File: config.mk
export PLATFORM = sky130hd
export DESIGN_NAME = lsu_v2_flat
export DESIGN_NICKNAME = d
export VERILOG_FILES = /design/src/rtl/lsu_v2_if.sv /design/src/rtl/lsu_v2.sv /design/src/flat_wrapper.sv
export SDC_FILE = /design/constraint.sdc
export NUM_CORES = 1
export LEC_CHECK = 0
export ABC_AREA = 1
export CORE_ASPECT_RATIO = 0.8
export CORE_MARGIN = 2
export CORE_UTILIZATION = 45
export CTS_BUF_LIST = sky130_fd_sc_hd__clkbuf_4 sky130_fd_sc_hd__clkbuf_8
export CTS_CLUSTER_SIZE = 10
export DETAILED_ROUTE_END_ITERATION = 10
export GPL_TIMING_DRIVEN = 0
export PLACE_DENSITY_LB_ADDON = 0.15
export SYNTH_ARGS = -nofsm -noshare
export SYNTH_HDL_FRONTEND = slang
export SYNTH_SLANG_ARGS = --single-unit
export TNS_END_PERCENT = 30
File: constraint.sdc
create_clock -name clk -period 2.2 [get_ports clk]
set_clock_uncertainty 0.15 [all_clocks]
set_input_delay 0.55 -clock clk [delete_from_list [all_inputs] [get_ports clk]]
set_output_delay 0.55 -clock clk [all_outputs]
set_load 0.05 [all_outputs]
File: src/rtl/lsu_v2_if.sv
// Memory-side bus of the load/store unit: one read channel and one write channel,
// each with a valid/ready pair.
interface lsu_v2_if #(
  parameter int DATA_WIDTH = 8,
  parameter int ADDR_WIDTH = 8
);
  logic                  mem_read_valid;
  logic [ADDR_WIDTH-1:0] mem_read_address;
  logic                  mem_read_ready;
  logic [DATA_WIDTH-1:0] mem_read_data;
  logic                  mem_write_valid;
  logic [ADDR_WIDTH-1:0] mem_write_address;
  logic [DATA_WIDTH-1:0] mem_write_data;
  logic                  mem_write_ready;

  modport master (
    output mem_read_valid, mem_read_address,
    input  mem_read_ready, mem_read_data,
    output mem_write_valid, mem_write_address, mem_write_data,
    input  mem_write_ready
  );

  modport slave (
    input  mem_read_valid, mem_read_address,
    output mem_read_ready, mem_read_data,
    input  mem_write_valid, mem_write_address, mem_write_data,
    output mem_write_ready
  );
endinterface

File: src/rtl/lsu_v2.sv
// Per-thread load/store unit: issues one memory read or write per core REQUEST,
// waits for the matching ready with an optional timeout, reports result until UPDATE.
module lsu_v2 #(
  parameter int DATA_WIDTH     = 8,
  parameter int ADDR_WIDTH     = 8,
  parameter int TIMEOUT_CYCLES = 255
) (
  input  logic                  clk,
  input  logic                  reset,
  input  logic                  enable,
  input  logic [2:0]            core_state,
  input  logic                  decoded_mem_read_enable,
  input  logic                  decoded_mem_write_enable,
  input  logic [ADDR_WIDTH-1:0] rs,
  input  logic [DATA_WIDTH-1:0] rt,
  lsu_v2_if.master              mem,
  output logic [2:0]            lsu_state,
  output logic [DATA_WIDTH-1:0] lsu_out,
  output logic                  lsu_error
);

  localparam logic [2:0] CORE_REQUEST = 3'b011;
  localparam logic [2:0] CORE_UPDATE  = 3'b110;
  localparam int         CNT_W        = (TIMEOUT_CYCLES > 0) ? $clog2(TIMEOUT_CYCLES + 1) : 1;
  localparam logic [CNT_W-1:0] CNT_LIMIT = CNT_W'(TIMEOUT_CYCLES);

  typedef enum logic [2:0] {
    IDLE       = 3'd0,
    REQUESTING = 3'd1,
    WAITING    = 3'd2,
    DONE       = 3'd3,
    ERROR      = 3'd4
  } state_t;

  state_t                state_q, state_d;
  logic [CNT_W-1:0]      cnt_q, cnt_d;
  logic                  op_write_q, op_write_d;
  logic [ADDR_WIDTH-1:0] addr_q, addr_d;
  logic [DATA_WIDTH-1:0] data_q, data_d;
  logic                  rd_valid_q, rd_valid_d;
  logic [ADDR_WIDTH-1:0] rd_addr_q, rd_addr_d;
  logic                  wr_valid_q, wr_valid_d;
  logic [ADDR_WIDTH-1:0] wr_addr_q, wr_addr_d;
  logic [DATA_WIDTH-1:0] wr_data_q, wr_data_d;
  logic [DATA_WIDTH-1:0] out_q, out_d;
  logic                  err_q, err_d;
  logic                  ready_hit;

  always_comb begin
    state_d    = state_q;
    cnt_d      = cnt_q;
    op_write_d = op_write_q;
    addr_d     = addr_q;
    data_d     = data_q;
    rd_valid_d = rd_valid_q;
    rd_addr_d  = rd_addr_q;
    wr_valid_d = wr_valid_q;
    wr_addr_d  = wr_addr_q;
    wr_data_d  = wr_data_q;
    out_d      = out_q;
    err_d      = err_q;
    // Only the channel of the latched op can complete it.
    ready_hit  = op_write_q ? mem.mem_write_ready : mem.mem_read_ready;

    unique case (state_q)
      IDLE: begin
        if (core_state == CORE_REQUEST) begin
          if (decoded_mem_read_enable && decoded_mem_write_enable) begin
            err_d   = 1'b1;
            state_d = ERROR;
          end else if (decoded_mem_read_enable || decoded_mem_write_enable) begin
            op_write_d = decoded_mem_write_enable;
            addr_d     = rs;
            data_d     = rt;
            err_d      = 1'b0;
            state_d    = REQUESTING;
          end
        end
      end
      REQUESTING: begin
        cnt_d = '0;
        if (op_write_q) begin
          wr_valid_d = 1'b1;
          wr_addr_d  = addr_q;
          wr_data_d  = data_q;
        end else begin
          rd_valid_d = 1'b1;
          rd_addr_d  = addr_q;
        end
        state_d = WAITING;
      end
      WAITING: begin
        if (ready_hit) begin
          if (!op_write_q) out_d = mem.mem_read_data;
          rd_valid_d = 1'b0;
          wr_valid_d = 1'b0;
          state_d    = DONE;
        end else if (TIMEOUT_CYCLES > 0) begin
          if (cnt_q != CNT_LIMIT) cnt_d = cnt_q + 1'b1;
          // Abort on the edge where the count reaches the limit; ready above takes priority.
          if (cnt_d == CNT_LIMIT) begin
            rd_valid_d = 1'b0;
            wr_valid_d = 1'b0;
            err_d      = 1'b1;
            state_d    = ERROR;
          end
        end
      end
      DONE, ERROR: begin
        if (core_state == CORE_UPDATE) state_d = IDLE;
      end
      default: state_d = IDLE;
    endcase
  end

  always_ff @(posedge clk or negedge reset) begin
    if (!reset) begin
      state_q    <= IDLE;
      cnt_q      <= '0;
      op_write_q <= 1'b0;
      addr_q     <= '0;
      data_q     <= '0;
      rd_valid_q <= 1'b0;
      rd_addr_q  <= '0;
      wr_valid_q <= 1'b0;
      wr_addr_q  <= '0;
      wr_data_q  <= '0;
      out_q      <= '0;
      err_q      <= 1'b0;
    end else if (enable) begin
      state_q    <= state_d;
      cnt_q      <= cnt_d;
      op_write_q <= op_write_d;
      addr_q     <= addr_d;
      data_q     <= data_d;
      rd_valid_q <= rd_valid_d;
      rd_addr_q  <= rd_addr_d;
      wr_valid_q <= wr_valid_d;
      wr_addr_q  <= wr_addr_d;
      wr_data_q  <= wr_data_d;
      out_q      <= out_d;
      err_q      <= err_d;
    end
  end

  assign mem.mem_read_valid    = rd_valid_q;
  assign mem.mem_read_address  = rd_addr_q;
  assign mem.mem_write_valid   = wr_valid_q;
  assign mem.mem_write_address = wr_addr_q;
  assign mem.mem_write_data    = wr_data_q;
  assign lsu_state             = state_q;
  assign lsu_out               = out_q;
  assign lsu_error             = err_q;

endmodule

File: src/flat_wrapper.sv
// flat-port wrapper written by rule: the top's interface ports become plain ports
module lsu_v2_flat 
#(
  parameter int DATA_WIDTH     = 8,
  parameter int ADDR_WIDTH     = 8,
  parameter int TIMEOUT_CYCLES = 255
)
  (clk, reset, enable, core_state, decoded_mem_read_enable, decoded_mem_write_enable, rs, rt, lsu_state, lsu_out, lsu_error, mem_mem_read_valid, mem_mem_read_address, mem_mem_read_ready, mem_mem_read_data, mem_mem_write_valid, mem_mem_write_address, mem_mem_write_data, mem_mem_write_ready);
  lsu_v2_if #(.DATA_WIDTH(DATA_WIDTH), .ADDR_WIDTH(ADDR_WIDTH)) mem_i ();
  input  logic clk;
  input  logic reset;
  input  logic enable;
  input  logic [2:0] core_state;
  input  logic decoded_mem_read_enable;
  input  logic decoded_mem_write_enable;
  input  logic [ADDR_WIDTH-1:0] rs;
  input  logic [DATA_WIDTH-1:0] rt;
  output logic [2:0] lsu_state;
  output logic [DATA_WIDTH-1:0] lsu_out;
  output logic lsu_error;
  output wire logic [$bits(mem_i.mem_read_valid)-1:0] mem_mem_read_valid;
  output wire logic [$bits(mem_i.mem_read_address)-1:0] mem_mem_read_address;
  input wire logic [$bits(mem_i.mem_read_ready)-1:0] mem_mem_read_ready;
  input wire logic [$bits(mem_i.mem_read_data)-1:0] mem_mem_read_data;
  output wire logic [$bits(mem_i.mem_write_valid)-1:0] mem_mem_write_valid;
  output wire logic [$bits(mem_i.mem_write_address)-1:0] mem_mem_write_address;
  output wire logic [$bits(mem_i.mem_write_data)-1:0] mem_mem_write_data;
  input wire logic [$bits(mem_i.mem_write_ready)-1:0] mem_mem_write_ready;
  assign mem_mem_read_valid = mem_i.mem_read_valid;
  assign mem_mem_read_address = mem_i.mem_read_address;
  assign mem_i.mem_read_ready = mem_mem_read_ready;
  assign mem_i.mem_read_data = mem_mem_read_data;
  assign mem_mem_write_valid = mem_i.mem_write_valid;
  assign mem_mem_write_address = mem_i.mem_write_address;
  assign mem_mem_write_data = mem_i.mem_write_data;
  assign mem_i.mem_write_ready = mem_mem_write_ready;
  lsu_v2 #(.DATA_WIDTH(DATA_WIDTH), .ADDR_WIDTH(ADDR_WIDTH), .TIMEOUT_CYCLES(TIMEOUT_CYCLES)) u_core (.clk(clk), .reset(reset), .enable(enable), .core_state(core_state), .decoded_mem_read_enable(decoded_mem_read_enable), .decoded_mem_write_enable(decoded_mem_write_enable), .rs(rs), .rt(rt), .mem(mem_i), .lsu_state(lsu_state), .lsu_out(lsu_out), .lsu_error(lsu_error));
endmodule
==> results.json <==
{
  "portBuffers": 71,
  "r2r_cells": 12,
  "ant_nets": 0,
  "cts_tree": "yes",
  "cp.arrival_ns": 1.36,
  "post_dp_cell_area_um2": 3660,
  "antenna_cells": 0,
  "drt_iter0_drc": 96,
  "dp_cells": 463,
  "syn_avg_cell_area_um2": 9.17,
  "routed_wl_um": 6650,
  "finalCriticalPeriod_ns": 2.06,
  "coreArea_um2": 6010,
  "htreeDepth": 3,
  "netlist_area_um2": 2850,
  "max_freq_ghz": 0.486,
  "r2r_slack_ns": 0.25,
  "seq_area_frac_synth_pct": 55.3,
  "tns_ns": 0,
  "r2r-end": "u_core.mem.mem_read_valid$_DFFE_PN0P_",
  "clock_sinks": 63,
  "setup-violations-final": 0,
  "area_growth_pct": 35.4,
  "dieArea_um2": 6990,
  "dp_slack_ns": -0.279,
  "crit_family": "buffers and inverters",
  "tightest_slew_ns": 0.760,
  "wire_per_inst_um": 13.9,
  "hold_viol_final": 0,
  "ys_types": 30,
  "r2r_start": "u_core.cnt_q[0]$_DFFE_PN0P_",
  "rsz0062_at_grt": "false",
  "cp_slowest_cell": "dlygate4sd2_1",
  "relSlewSlack_pct": 49.4,
  "fin_util_pct": 64.3,
  "hpwl_um": 4600,
  "grt_pass1_wl_um": 11000,
  "timing.final.ws_setup_ns": 0.141,
  "ctsHoldBuffers": 0,
  "grtUsageTotal_pct": 20.9,
  "crit_buf_inv": 1,
  "worstSetupEndpointType": "output port",
  "power_density_nw_per_um2": 1490,
  "start_kind": "register",
  "overflow": 0,
  "required_ns": 1.50,
  "drive_gt1_share_pct": 14.1,
  "first_pass_iters": 4,
  "drc": 0,
  "fillCellCount": 523,
  "fin_area_um2": 3860,
  "cts_buffers": 9,
  "vias": 2397,
  "layout.nets": 428,
  "gp_congestion": 0.817,
  "synthCells": 311,
  "outcome": "complete, no violations",
  "cts.clk_slew.worst_paths_ns": 0.07,
  "layout_commonest_cell": "nand2_1",
  "start_util_pct": 47.5,
  "ys_ff_latch": 63,
  "maxCapViolCount": 0,
  "final_cell_mix": "nand2_1, dfrtp_1, o21ai_0",
  "max_stage_delay_ns": 0.56,
  "worstSkewPairLatency_ns": 0.35,
  "power.leakage_nw": 1.95,
  "grt_pass1_vias": 2254,
  "crit_chain": "dlygate4sd2_1",
  "rows": 25,
  "clockBufferDepth": 2,
  "yosysWarnings": 0,
  "dieHeight_um": 75.2,
  "critPathKind": "register to output port",
  "final.period_utilization_pct": 93.6,
  "synth.net_count": 346,
  "root_buffer": "clkbuf_8",
  "drv_slew": 0,
  "viasPerCell": 5.00,
  "final_cells": 479,
  "grt_max_degree": 64,
  "ios": 72,
  "hold_path.class": "input pin to async pin",
  "antenna_found_initial": 0,
  "peakVddDrop_uv": 843,
  "cp_max_fo": 5,
  "die_w_um": 93
}
-- per-layer routing --
metal	track usage (%)	part of all wire, %
met5	0	0
met4	8.99	2.3
met3	5.41	5.2
met2	31.4	45
met1	29.1	48
-- cells in the mapped netlist (all sizes together) --
master / n / area [um^2]
xor2: 2 / 17.5
nand3: 21 / 128
nand4: 2 / 18.8
inv: 36 / 138
nor3: 1 / 5.00
o21ai: 54 / 278
nor2: 15 / 88.8
dfrtp: 63 / 1580
o211ai: 1 / 7.51
xnor2: 1 / 8.76
ha: 1 / 12.5
mux2: 8 / 120
nand2: 93 / 382
a21oi: 4 / 23.8
clkbuf: 5 / 18.8
buf: 4 / 28.8
-- timing repair --
action / 4_1_cts / 5_1_grt
setup endpoints to repair: 38 / 2
resized for setup: 38 / 2
buffers inserted: 0 / 0
-- through the flow --
| step | total power, mW | hold slack [ns] |
|---|---|---|
| floorplan | 3.80 | 0.104 |
| global placement | 4.70 | 0.307 |
| detailed placement | 4.76 | 0.321 |
| CTS | 5.82 | 0.157 |
| global route | 6.12 | 0.193 |
| finish | 5.76 | 0.126 |
-- how the worst max path moves through the flow --
stage	startpoint	endpoint	cells past startpoint
finish	u_core.lsu_state[2]$_DFFE_PN0P_	lsu_state[2]	1
global placement	reset	u_core.mem.mem_read_address[6]$_DFFE_PN0P_	1
CTS	core_state[0]	u_core.data_q[3]$_DFFE_PN0P_	7
global route	enable	u_core.mem.mem_read_address[6]$_DFFE_PN0P_	7
detailed placement	core_state[0]	u_core.data_q[0]$_DFFE_PN0P_	7
floorplan	u_core.lsu_state[2]$_DFFE_PN0P_	u_core.lsu_out[0]$_DFFE_PN0P_	8
-- flip-flops by register name, indices dropped and copies added (netlist names), 3 cells and up --
register / cells
u_core.addr_q: 8
u_core.cnt_q: 8
u_core.mem.mem_read_address: 8
u_core.lsu_out: 8
u_core.data_q: 8
u_core.mem.mem_write_data: 8
u_core.lsu_state: 3
u_core.mem.mem_write_address: 8
-- area by class of cell --
class | count | area, um^2 | share of cell area (%)
multi-input cells | 203 | 1090 | 28.2
inverters | 36 | 138 | 3.57
plain buffers | 9 | 48.8 | 1.26
clock buffers | 9 | 124 | 3.21
repair buffers | 71 | 661 | 17.1
well taps | 81 | 101 | 2.63
flip-flops and latches | 63 | 1580 | 40.8
clock inverters | 7 | 121 | 3.14
-- cell families after synthesis --
| group | Yosys count | synth area share [%] |
|---|---|---|
| compound gates | 59 | 10.8 |
| xor+xnor | 3 | 0.922 |
| fa+ha+maj | 1 | 0.439 |
| buf+inv | 45 | 6.49 |
| flops | 63 | 55.3 |
| mux | 8 | 4.21 |
| simple gates | 132 | 21.8 |
-- where the power goes --
| group | internal (mW) | switching (mW) | total, mW |
|---|---|---|---|
| registers | 1.64 | 0.257 | 1.89 |
| clock network | 0.755 | 0.480 | 1.24 |
| logic | 0.729 | 1.91 | 2.64 |
No activity file was read; power rests on OpenSTA's default activity.
